<file path="config.mk">
export PLATFORM = sky130hd
export DESIGN_NAME = hub75_bcm_driver
export DESIGN_NICKNAME = d
export VERILOG_FILES = /design/src/rtl/hub75_bcm_driver.sv
export SDC_FILE = /design/constraint.sdc
export NUM_CORES = 1
export LEC_CHECK = 0
export BUFFER_PORTS_ARGS = -buffer_cell sky130_fd_sc_hd__buf_2
export CORE_MARGIN = 2
export CORE_UTILIZATION = 55
export DETAILED_ROUTE_END_ITERATION = 10
export MAX_ROUTING_LAYER = met4
export PLACE_DENSITY = 0.82
export SKIP_CTS_REPAIR_TIMING = 1
export SLEW_MARGIN = 30
export SYNTH_ARGS = -nofsm -noshare
export SYNTH_HDL_FRONTEND = slang
export SYNTH_SLANG_ARGS = --single-unit
</file>
<file path="constraint.sdc">
create_clock -name clock -period 8.2 [get_ports clock]
set_input_delay 1.64 -clock clock [delete_from_list [all_inputs] [get_ports clock]]
set_output_delay 1.64 -clock clock [all_outputs]
set_load 0.005 [all_outputs]
</file>
<file path="src/rtl/hub75_bcm_driver.sv">
// hub75_bcm_driver
//
// HUB75 LED-panel scan driver with binary-coded-modulation colour depth.
// For each scan row and each bit-plane it fetches pixel pairs (upper and
// lower half-panel) from a synchronous frame-buffer read port and shifts
// the selected plane bit into the panel. It then latches the row and
// unblanks it for a time proportional to the plane weight.
//
// Ports:
//   clock        sole clock
//   aresetn      synchronous active-low reset
//   enable       run request, sampled in IDLE and at end of frame
//   busy         high whenever the scanner is not idle
//   frame_start  one-cycle pulse on the first fetch of a frame
//   pix_en       frame-buffer read strobe
//   pix_addr     frame-buffer address {row, column}
//   pix_rdata    read data, one cycle after pix_en: {uR,uG,uB,lR,lG,lB}
//   hub75io_clk  panel shift clock
//   hub75io_r/g/b panel colour data, bit 0 upper half, bit 1 lower half
//   hub75io_row  panel row address
//   hub75io_lat  panel latch, active-high
//   hub75io_oe   panel output enable, active-low
module hub75_bcm_driver #(
  parameter int COLUMNS        = 64,
  parameter int ROW_ADDR_BITS  = 5,
  parameter int COLOR_BITS     = 8,
  parameter int PLANES         = 6,
  parameter int CLOCK_DIV      = 2,
  parameter int BASE_OE_CYCLES = 16
) (
  input  logic                                     clock,
  input  logic                                     aresetn,
  input  logic                                     enable,
  output logic                                     busy,
  output logic                                     frame_start,
  output logic                                     pix_en,
  output logic [ROW_ADDR_BITS+$clog2(COLUMNS)-1:0] pix_addr,
  input  logic [6*COLOR_BITS-1:0]                  pix_rdata,
  output logic                                     hub75io_clk,
  output logic [1:0]                               hub75io_r,
  output logic [1:0]                               hub75io_g,
  output logic [1:0]                               hub75io_b,
  output logic [ROW_ADDR_BITS-1:0]                 hub75io_row,
  output logic                                     hub75io_lat,
  output logic                                     hub75io_oe
);

  localparam int COL_W   = $clog2(COLUMNS);
  localparam int L       = 2 * CLOCK_DIV;
  localparam int SLOT_W  = $clog2(L);
  localparam int PLANE_W = (PLANES > 1) ? $clog2(PLANES) : 1;
  localparam int CNT_W   = $clog2((BASE_OE_CYCLES << (PLANES - 1)) + 1);

  localparam logic [SLOT_W-1:0]  SLOT_LAST  = SLOT_W'(L - 1);
  localparam logic [SLOT_W-1:0]  CLK_HI     = SLOT_W'(CLOCK_DIV);
  localparam logic [COL_W-1:0]   COL_LAST   = COL_W'(COLUMNS - 1);
  localparam logic [PLANE_W-1:0] PLANE_LAST = PLANE_W'(PLANES - 1);

  typedef enum logic [2:0] {
    ST_IDLE,
    ST_PREFETCH,
    ST_SHIFT,
    ST_LATCH,
    ST_DISPLAY
  } state_t;

  state_t               state, next_state;
  logic [ROW_ADDR_BITS-1:0] row, row_n;
  logic [PLANE_W-1:0]   plane, plane_n;
  logic [COL_W-1:0]     col, col_n;
  logic [SLOT_W-1:0]    slot, slot_n;
  logic [CNT_W-1:0]     cnt, cnt_n;
  logic [CNT_W-1:0]     disp_last;
  logic [5:0]           plane_bits;

  logic                                     busy_d, frame_start_d, pix_en_d;
  logic [ROW_ADDR_BITS+COL_W-1:0]           pix_addr_d;
  logic                                     clk_d, lat_d, oe_d;
  logic [ROW_ADDR_BITS-1:0]                 row_out_d;

  // Pick the current plane's bit out of each of the six colour fields.
  // Index 0 is lower B, 5 is upper R. The plane window is padded to a
  // power of two so the plane counter indexes it without range issues.
  always_comb begin : plane_select
    logic [COLOR_BITS-1:0]     chan;
    logic [(1<<PLANE_W)-1:0]   top;
    plane_bits = '0;
    for (int k = 0; k < 6; k++) begin
      chan = pix_rdata[k*COLOR_BITS +: COLOR_BITS];
      top = '0;
      top[PLANES-1:0] = chan[COLOR_BITS-1 -: PLANES];
      plane_bits[k] = top[plane];
    end
  end

  // Next state and next counter values. Counters for a state are cleared
  // on entry, so every state starts counting from zero.
  always_comb begin
    next_state = state;
    row_n      = row;
    plane_n    = plane;
    col_n      = col;
    slot_n     = slot;
    cnt_n      = cnt;
    disp_last  = CNT_W'((BASE_OE_CYCLES << plane) - 1);
    case (state)
      ST_IDLE: begin
        if (enable) begin
          next_state = ST_PREFETCH;
          row_n      = '0;
          plane_n    = '0;
        end
      end
      ST_PREFETCH: begin
        next_state = ST_SHIFT;
        col_n      = '0;
        slot_n     = '0;
      end
      ST_SHIFT: begin
        if (slot == SLOT_LAST) begin
          slot_n = '0;
          if (col == COL_LAST) begin
            next_state = ST_LATCH;
            cnt_n      = '0;
          end else begin
            col_n = col + 1'b1;
          end
        end else begin
          slot_n = slot + 1'b1;
        end
      end
      ST_LATCH: begin
        if (cnt == CNT_W'(1)) begin
          next_state = ST_DISPLAY;
          cnt_n      = '0;
        end else begin
          cnt_n = cnt + 1'b1;
        end
      end
      ST_DISPLAY: begin
        if (cnt == disp_last) begin
          cnt_n = '0;
          if (plane == PLANE_LAST) begin
            plane_n = '0;
            row_n   = row + 1'b1;
          end else begin
            plane_n = plane + 1'b1;
          end
          // End of frame is the last plane of the last row.
          if (plane == PLANE_LAST && row == '1 && !enable)
            next_state = ST_IDLE;
          else
            next_state = ST_PREFETCH;
        end else begin
          cnt_n = cnt + 1'b1;
        end
      end
      default: next_state = ST_IDLE;
    endcase
  end

  // Outputs are registered, so they are derived from where the scanner
  // will be in the next cycle. The read for column c+1 is issued in the
  // last cycle of slot c so its data lands at slot cycle 0 of column c+1.
  always_comb begin
    busy_d        = (next_state != ST_IDLE);
    frame_start_d = (next_state == ST_PREFETCH) && (row_n == '0) && (plane_n == '0);
    pix_en_d      = 1'b0;
    pix_addr_d    = pix_addr;
    if (next_state == ST_PREFETCH) begin
      pix_en_d   = 1'b1;
      pix_addr_d = {row_n, COL_W'(0)};
    end else if (next_state == ST_SHIFT && slot_n == SLOT_LAST && col_n != COL_LAST) begin
      pix_en_d   = 1'b1;
      pix_addr_d = {row_n, COL_W'(col_n + 1'b1)};
    end
    clk_d     = (next_state == ST_SHIFT) && (slot_n >= CLK_HI);
    lat_d     = (next_state == ST_LATCH);
    oe_d      = (next_state != ST_DISPLAY);
    row_out_d = (next_state == ST_LATCH) ? row_n : hub75io_row;
  end

  // State, counters and all output registers. Colour data is captured at
  // slot cycle 0 and so is stable a cycle before the rising shift clock.
  always_ff @(posedge clock) begin
    if (!aresetn) begin
      state       <= ST_IDLE;
      row         <= '0;
      plane       <= '0;
      col         <= '0;
      slot        <= '0;
      cnt         <= '0;
      busy        <= 1'b0;
      frame_start <= 1'b0;
      pix_en      <= 1'b0;
      pix_addr    <= '0;
      hub75io_clk <= 1'b0;
      hub75io_r   <= '0;
      hub75io_g   <= '0;
      hub75io_b   <= '0;
      hub75io_row <= '0;
      hub75io_lat <= 1'b0;
      hub75io_oe  <= 1'b1;
    end else begin
      state       <= next_state;
      row         <= row_n;
      plane       <= plane_n;
      col         <= col_n;
      slot        <= slot_n;
      cnt         <= cnt_n;
      busy        <= busy_d;
      frame_start <= frame_start_d;
      pix_en      <= pix_en_d;
      pix_addr    <= pix_addr_d;
      hub75io_clk <= clk_d;
      hub75io_row <= row_out_d;
      hub75io_lat <= lat_d;
      hub75io_oe  <= oe_d;
      if (state == ST_SHIFT && slot == '0) begin
        hub75io_r <= {plane_bits[2], plane_bits[5]};
        hub75io_g <= {plane_bits[1], plane_bits[4]};
        hub75io_b <= {plane_bits[0], plane_bits[3]};
      end
    end
  end

endmodule

</file>
# ---- Word level (Yosys, flattened, before mapping)
# Index checks and enable logic that the tools add are counted.
dict set report classes {
  add_sub_neg 7
  n_lt_le_gt_ge 2
  n_eq_ne 18
  n_shift 1
  muxes 41
  n_bitwise 1
  reduce_logical 18
}
# op count
set ops {}
lappend ops {{$mux W10} 4}
lappend ops {{$pmux W10 S3} 1}
lappend ops {{$mux W3} 8}
lappend ops {{$mux W11} 2}
lappend ops {{$bmux W1 S3} 6}
lappend ops {{$mux W5} 3}
lappend ops {{$pmux W3 S5} 1}
lappend ops {{$add A6 B1 Y6 const B} 2}
lappend ops {{$eq A3 B2 Y1 const B} 4}
lappend ops {{$mux W6} 2}
lappend ops {{$pmux W6 S2} 1}
lappend ops {{$add A10 B1 Y10 const B} 1}
lappend ops {{$eq A10 B1 Y1 const B} 1}
lappend ops {{$eq A10 B10 Y1} 1}
lappend ops {{$pmux W5 S2} 1}
lappend ops {{$shl A5 B3 Y10 const A} 1}
lappend ops {{$sub A10 B2 Y10 const B} 1}
lappend ops {{$mux W1} 9}
lappend ops {{$logic_and A1 B1 Y1} 8}
lappend ops {{$eq A3 B1 Y1 const B} 2}
lappend ops {{$eq A3 B3 Y1 const B} 2}
lappend ops {{$eq A6 B6 Y1 const B} 1}
lappend ops {{$logic_not A3 Y1} 2}
lappend ops {{$ne A6 B6 Y1 const B} 1}
lappend ops {{20 further kinds} 23}
dict set report totals {
  register_bits 57
  output_inout_bits 28
}

# ---- Depth between registers and ports, before layout
dict set report logic_depth {
  word_depth 11
  mapped_depth 13
  depth_no_buf 11
}

# ---- Least setup slack after synthesis
# No wires, ideal clock.
dict set report synth_path {
  path_kind {register to register}
  from {register plane[0]}
  to {register cnt[0]}
  setup_ns 0.129
  arrival_time_ns 3.156
  t_required_ns 8.071
  setup_slack_ns 4.915
  stages_incl_launch_ff 14
  path_buffers 3
  path_cell_list {dfxtp_1 buf_2 buf_1 clkbuf_1 nand3b_1 ha_1 xor2_1 and3_1 o221ai_2 nor4_4 and2_1 nor2_1 o31ai_4 nor2_1}
}
dict set report synth_via {
  elab_chain_cells 5
}
# item line_no
set synth_lines {}
lappend synth_lines {{start, declared} 69} ;# logic [PLANE_W-1:0] plane, plane_n;
lappend synth_lines {{start signal, assigned} 207} ;# plane <= plane_n;
lappend synth_lines {{$shl A5 B3 Y10} 105} ;# disp_last = CNT_W'((BASE_OE_CYCLES << plane) - 1);
lappend synth_lines {{$sub A10 B2 Y10} 105}
lappend synth_lines {{$eq A10 B10 Y1} 141} ;# if (cnt == disp_last) begin
lappend synth_lines {{$mux W10} 141}
lappend synth_lines {{$pmux W10 S3} 106} ;# case (state)
lappend synth_lines {{end signal, assigned} 210} ;# cnt <= cnt_n;
lappend synth_lines {{end, declared} 72} ;# logic [CNT_W-1:0] cnt, cnt_n;
# No other way between the ends.
# A chain may end at the register's enable or synchronous reset.

# ---- Final worst setup path
dict set report layout_path {
  from {register slot[0]}
  to {register pix_addr[9]}
}
dict set report layout_via {
  word_cells_on_any_way 16
  classes_between {add/sub (1); eq/ne (5); mux (7); reduce/logical (3)}
}
# item line_no
set layout_rtl {}
lappend layout_rtl {{start, declared} 71} ;# logic [SLOT_W-1:0] slot, slot_n;
lappend layout_rtl {{start signal, assigned} 209} ;# slot <= slot_n;
lappend layout_rtl {{$eq A2 B2 Y1} 120} ;# if (slot == SLOT_LAST) begin
lappend layout_rtl {{$mux W6} 120}
lappend layout_rtl {{$pmux W6 S2} 106}
lappend layout_rtl {{named net col_n[1]} 70} ;# logic [COL_W-1:0] col, col_n;
lappend layout_rtl {{$ne A6 B6 Y1} 173} ;# end else if (next_state == ST_SHIFT && slot_n == SLOT_LAST && col_n != COL_LAST) begin
lappend layout_rtl {{$logic_and A1 B1 Y1} 173}
lappend layout_rtl {{$reduce_bool A2 Y1 (no source line)} --}
lappend layout_rtl {{end signal, assigned} 214} ;# pix_addr <= pix_addr_d;
lappend layout_rtl {{end, declared} 37} ;# output logic [ROW_ADDR_BITS+$clog2(COLUMNS)-1:0] pix_addr,
# The timed path passes the listed nets, and every way through them passes these cells.

==> flow_metrics.py <==
metrics = {
    "outcome": {
        "status": "completed",
    },
    "worst_setup_path": {
        "regToRegStartpoint": "slot[0]$_SDFF_PN0_",
        "startpoint": "slot[0]$_SDFF_PN0_",
        "timing.rr.end": "pix_addr[9]$_SDFFE_PN0P_",
        "end_kind": "flop",
        "path_class": "reg2reg",
        "critPathTopFamily": "compound AO/OA/AOI/OAI gates",
        "cp.required_ns": 8.44,
        "worstSetupStartpointType": "flop",
        "worstPathArrival_ns": 3.70,
        "path_cells": "ha_1 -> or3b_2 -> o221a_2 -> a211oi_1 -> inv_1 -> ha_1 -> a41oi_2 -> nand3b_4 -> inv_1 -> o21ba_2",
        "regToRegSetupSlack_ns": 4.74,
        "r2r_cells": 10,
        "crit_buf_inv": 2,
        "critPathMaxStageDelay_ns": 0.50,
        "path_max_fanout": 11,
        "slowest_stage": "or3b_2",
    },
    "power": {
        "power_switching_uw": 149.0,
        "leakage_uw": 0.001536,
        "power_frac_seq_pct": 48.0,
        "switching_share_pct": 24.43,
        "combPwrFrac_pct": 9.8,
        "power_frac_clock_pct": 42.3,
        "intPower_uw": 460.7,
        "ir_drop_mv": 0.1173,
        "p_total_uw": 609.7,
        "power.density_mw_per_mm2": 157.3,
    },
    "timing": {
        "holdWs_ns": 0.4586,
        "worst_pin_slew_ns": 0.8379,
        "setup-violations-final": 0,
        "skew_ns": 0.006286,
        "max_freq_mhz": 288.7,
        "post-route-min-period_ns": 3.464,
        "period_share_pct": 42.24,
        "hold_viol": 0,
        "rsz0062_at_grt": "false",
        "maxSlewViolCount": 0,
        "relSlewSlack_pct": 44.08,
        "setup_ws_ns": 4.736,
        "tns_ns": 0,
    },
    "finish": {
        "drive_above_1_share_pct": 24.49,
        "syn_to_final_growth_pct": 15.21,
        "design_area_sq_mm": 0.003876,
        "fin_nets": 501,
        "antenna_cells": 0,
    },
    "clock_network": {
        "ctsHtreeMaxLevel": 3,
        "cts.sinks": 57,
        "clk_latency_ns": 0.34,
        "cts.reportedPaths.clkPinSlew_ns": 0.06,
        "cts_tree": "done",
        "cts_buffers": 9,
        "clockRootBuffer": "clkbuf_8",
        "cts_max_path_buffers": 2,
    },
    "hold_path": {
        "holdPathStages": 2,
        "min_to": "pix_addr[6]$_SDFFE_PN0P_",
        "hp-class": "reg2reg",
        "hold_start": "pix_addr[6]$_SDFFE_PN0P_",
    },
    "synthesis": {
        "ys_types": 62,
        "synth-seq-area-share_pct": 33.92,
        "synth_area_sq_mm": 0.003364,
        "ys_seq_elements": 57,
        "synthTopCellsByArea": "dfxtp_1 34%, nor2_1 6.7%, mux4_2 4.0%, ha_1 3.7%, xnor2_1 3.6%",
        "synth_nets": 446,
        "syn_avg_cell_area_sq_um": 8.739,
        "synth_flop_cell": "dfxtp_1",
        "synthCells": 385,
        "synthTopCellsByCount": "60 x nor2_1, 57 x dfxtp_1, 17 x nand2_1",
        "yosys.cell_count.top_type": "nor2_1",
        "synth_edf_count": 0,
        "synth_warnings": 0,
        "synth_largest_area_cell": "dfxtp_1",
        "async_reset_ff_share_pct": 0,
        "synth.top_cell.area_share_pct": 33.92,
    },
    "detailed_routing": {
        "dr.pass1.iters": 5,
        "viasPerCell": 5.900,
        "drc": 0,
        "drtAntennaViolNets": 0,
        "avgRoutedWirePerCell_microns": 15.25,
        "vias": 3068,
        "drt_wl_total_mm": 7.928,
        "drt-initial-drc-count": 170,
    },
    "die": {
        "rows": 28,
        "start_util_pct": 56.83,
        "core-area_sq_mm": 0.005921,
        "die_area_sq_mm": 0.006758,
        "fp.dieH_microns": 82.21,
        "die_w_microns": 82.21,
        "pin_count": 79,
    },
    "global_routing": {
        "grt.total_usage_pct": 26.42,
        "first_global_vias": 2870,
        "grt_pass1_wl_mm": 13.37,
        "antenna_found_initial": 0,
        "grt.overflow.total": 0,
        "grt_max_degree": 27,
    },
    "placed_design": {
        "placed_area_sq_mm": 0.003686,
        "place_ws_ns": 4.607,
        "io_buffers": 66,
        "dp_hpwl_mm": 5.659,
        "gp_congestion": 0.9699,
    },
    "flow_run": {
        "max_cap_viol_count": 0,
    },
}
==> per-stage QoR <==
stage               instances  utilization, %
floorplan                 385               -
global placement          504           62.26
detailed placement        504           62.26
CTS                       520           65.45
global route              520           65.47
finish                    520           65.47
==> worst min-delay path, delay by kind of cell, from the launching register on <==
family | cells | cell delay [ns]
AOI/OAI and AO/OA | 1 | 0.06
DFF | 1 | 0.31
and+or+nand+nor | 1 | 0.05
==> power by group through the flow <==
stage | logic [uW] | registers, uW | clock network [uW]
after floorplan | 38.6 | 296 | 0
after global placement | 57.4 | 298 | 0
after detailed placement | 58.9 | 298 | 0
after CTS | 59.5 | 292 | 259
after global routing | 66.5 | 294 | 269
final | 59.5 | 292 | 258
==> cells in the final DEF, fill, tap and decap left out, drive strengths merged, types with 10 or more instances in the layout <==
cell,instances
nand3,12
ha,10
o21ai,17
a211oi,14
dfxtp,57
nor2,60
clkbuf,13
and2,16
a21oi,14
xnor2,14
inv,13
nand2,17
buf,66
==> metal layers <==
| layer | part of all wire, % | global-route usage (%) | wire length (microns) |
|---|---|---|---|
| met1 | 44 | 31.86 | 3462 |
| met2 | 49 | 42.50 | 3901 |
| met3 | 4.7 | 5.217 | 370 |
| met4 | 2.4 | 12.33 | 194 |
| met5 | 0 | - | 0 |
==> sequential cells by signal, indices dropped and copies added, names as in the netlist <==
| name | flops |
|---|---|
| pix_addr | 11 |
| cnt | 10 |
| col | 6 |
| hub75io_row | 5 |
| row | 5 |
| plane | 3 |
| state | 3 |
| hub75io_b | 2 |
| hub75io_g | 2 |
| hub75io_r | 2 |
| slot | 2 |
| busy | 1 |
| frame_start | 1 |
| hub75io_clk | 1 |
| hub75io_lat | 1 |
| hub75io_oe | 1 |
| pix_en | 1 |
==> cell families (layout without fill, tap and decap cells) <==
family                   count (synthesis)  count (layout)  share of synthesized area [%]
adder cells (fa/ha/maj)                 10              10                          3.719
AO/OA/AOI/OAI                           88              88                          19.67
flip-flops                              57              57                          33.92
XOR/XNOR                                19              19                          4.946
buffers and inverters                   35              95                          4.500
multiplexers                            19              19                          8.107
AND/OR/NAND/NOR                        157             157                          25.14
==> cell type report <==
class                   instances  area, sq um
clock inverters                 3        40.04
flip-flops and latches         57         1142
inverters                      13        48.80
clock buffers                  13        148.9
multi-input cells             293         2072
repair buffers                 66        330.3
well taps                      75        93.84
fillers                       500         2044
==> worst max-delay path by stage <==
stage                               end  slack [ns]  cells after the start
6_report       pix_addr[9]$_SDFFE_PN0P_        4.74                     10
5_1_grt        pix_addr[9]$_SDFFE_PN0P_        4.51                     10
4_1_cts             cnt[0]$_SDFFE_PN0P_        4.59                     10
3_5_place_dp        cnt[0]$_SDFFE_PN0P_        4.61                     10
3_3_place_gp        cnt[2]$_SDFFE_PN0P_        4.72                     10
2_1_floorplan       cnt[0]$_SDFFE_PN0P_        4.91                     13
Power figures use the tool's default switching activity.
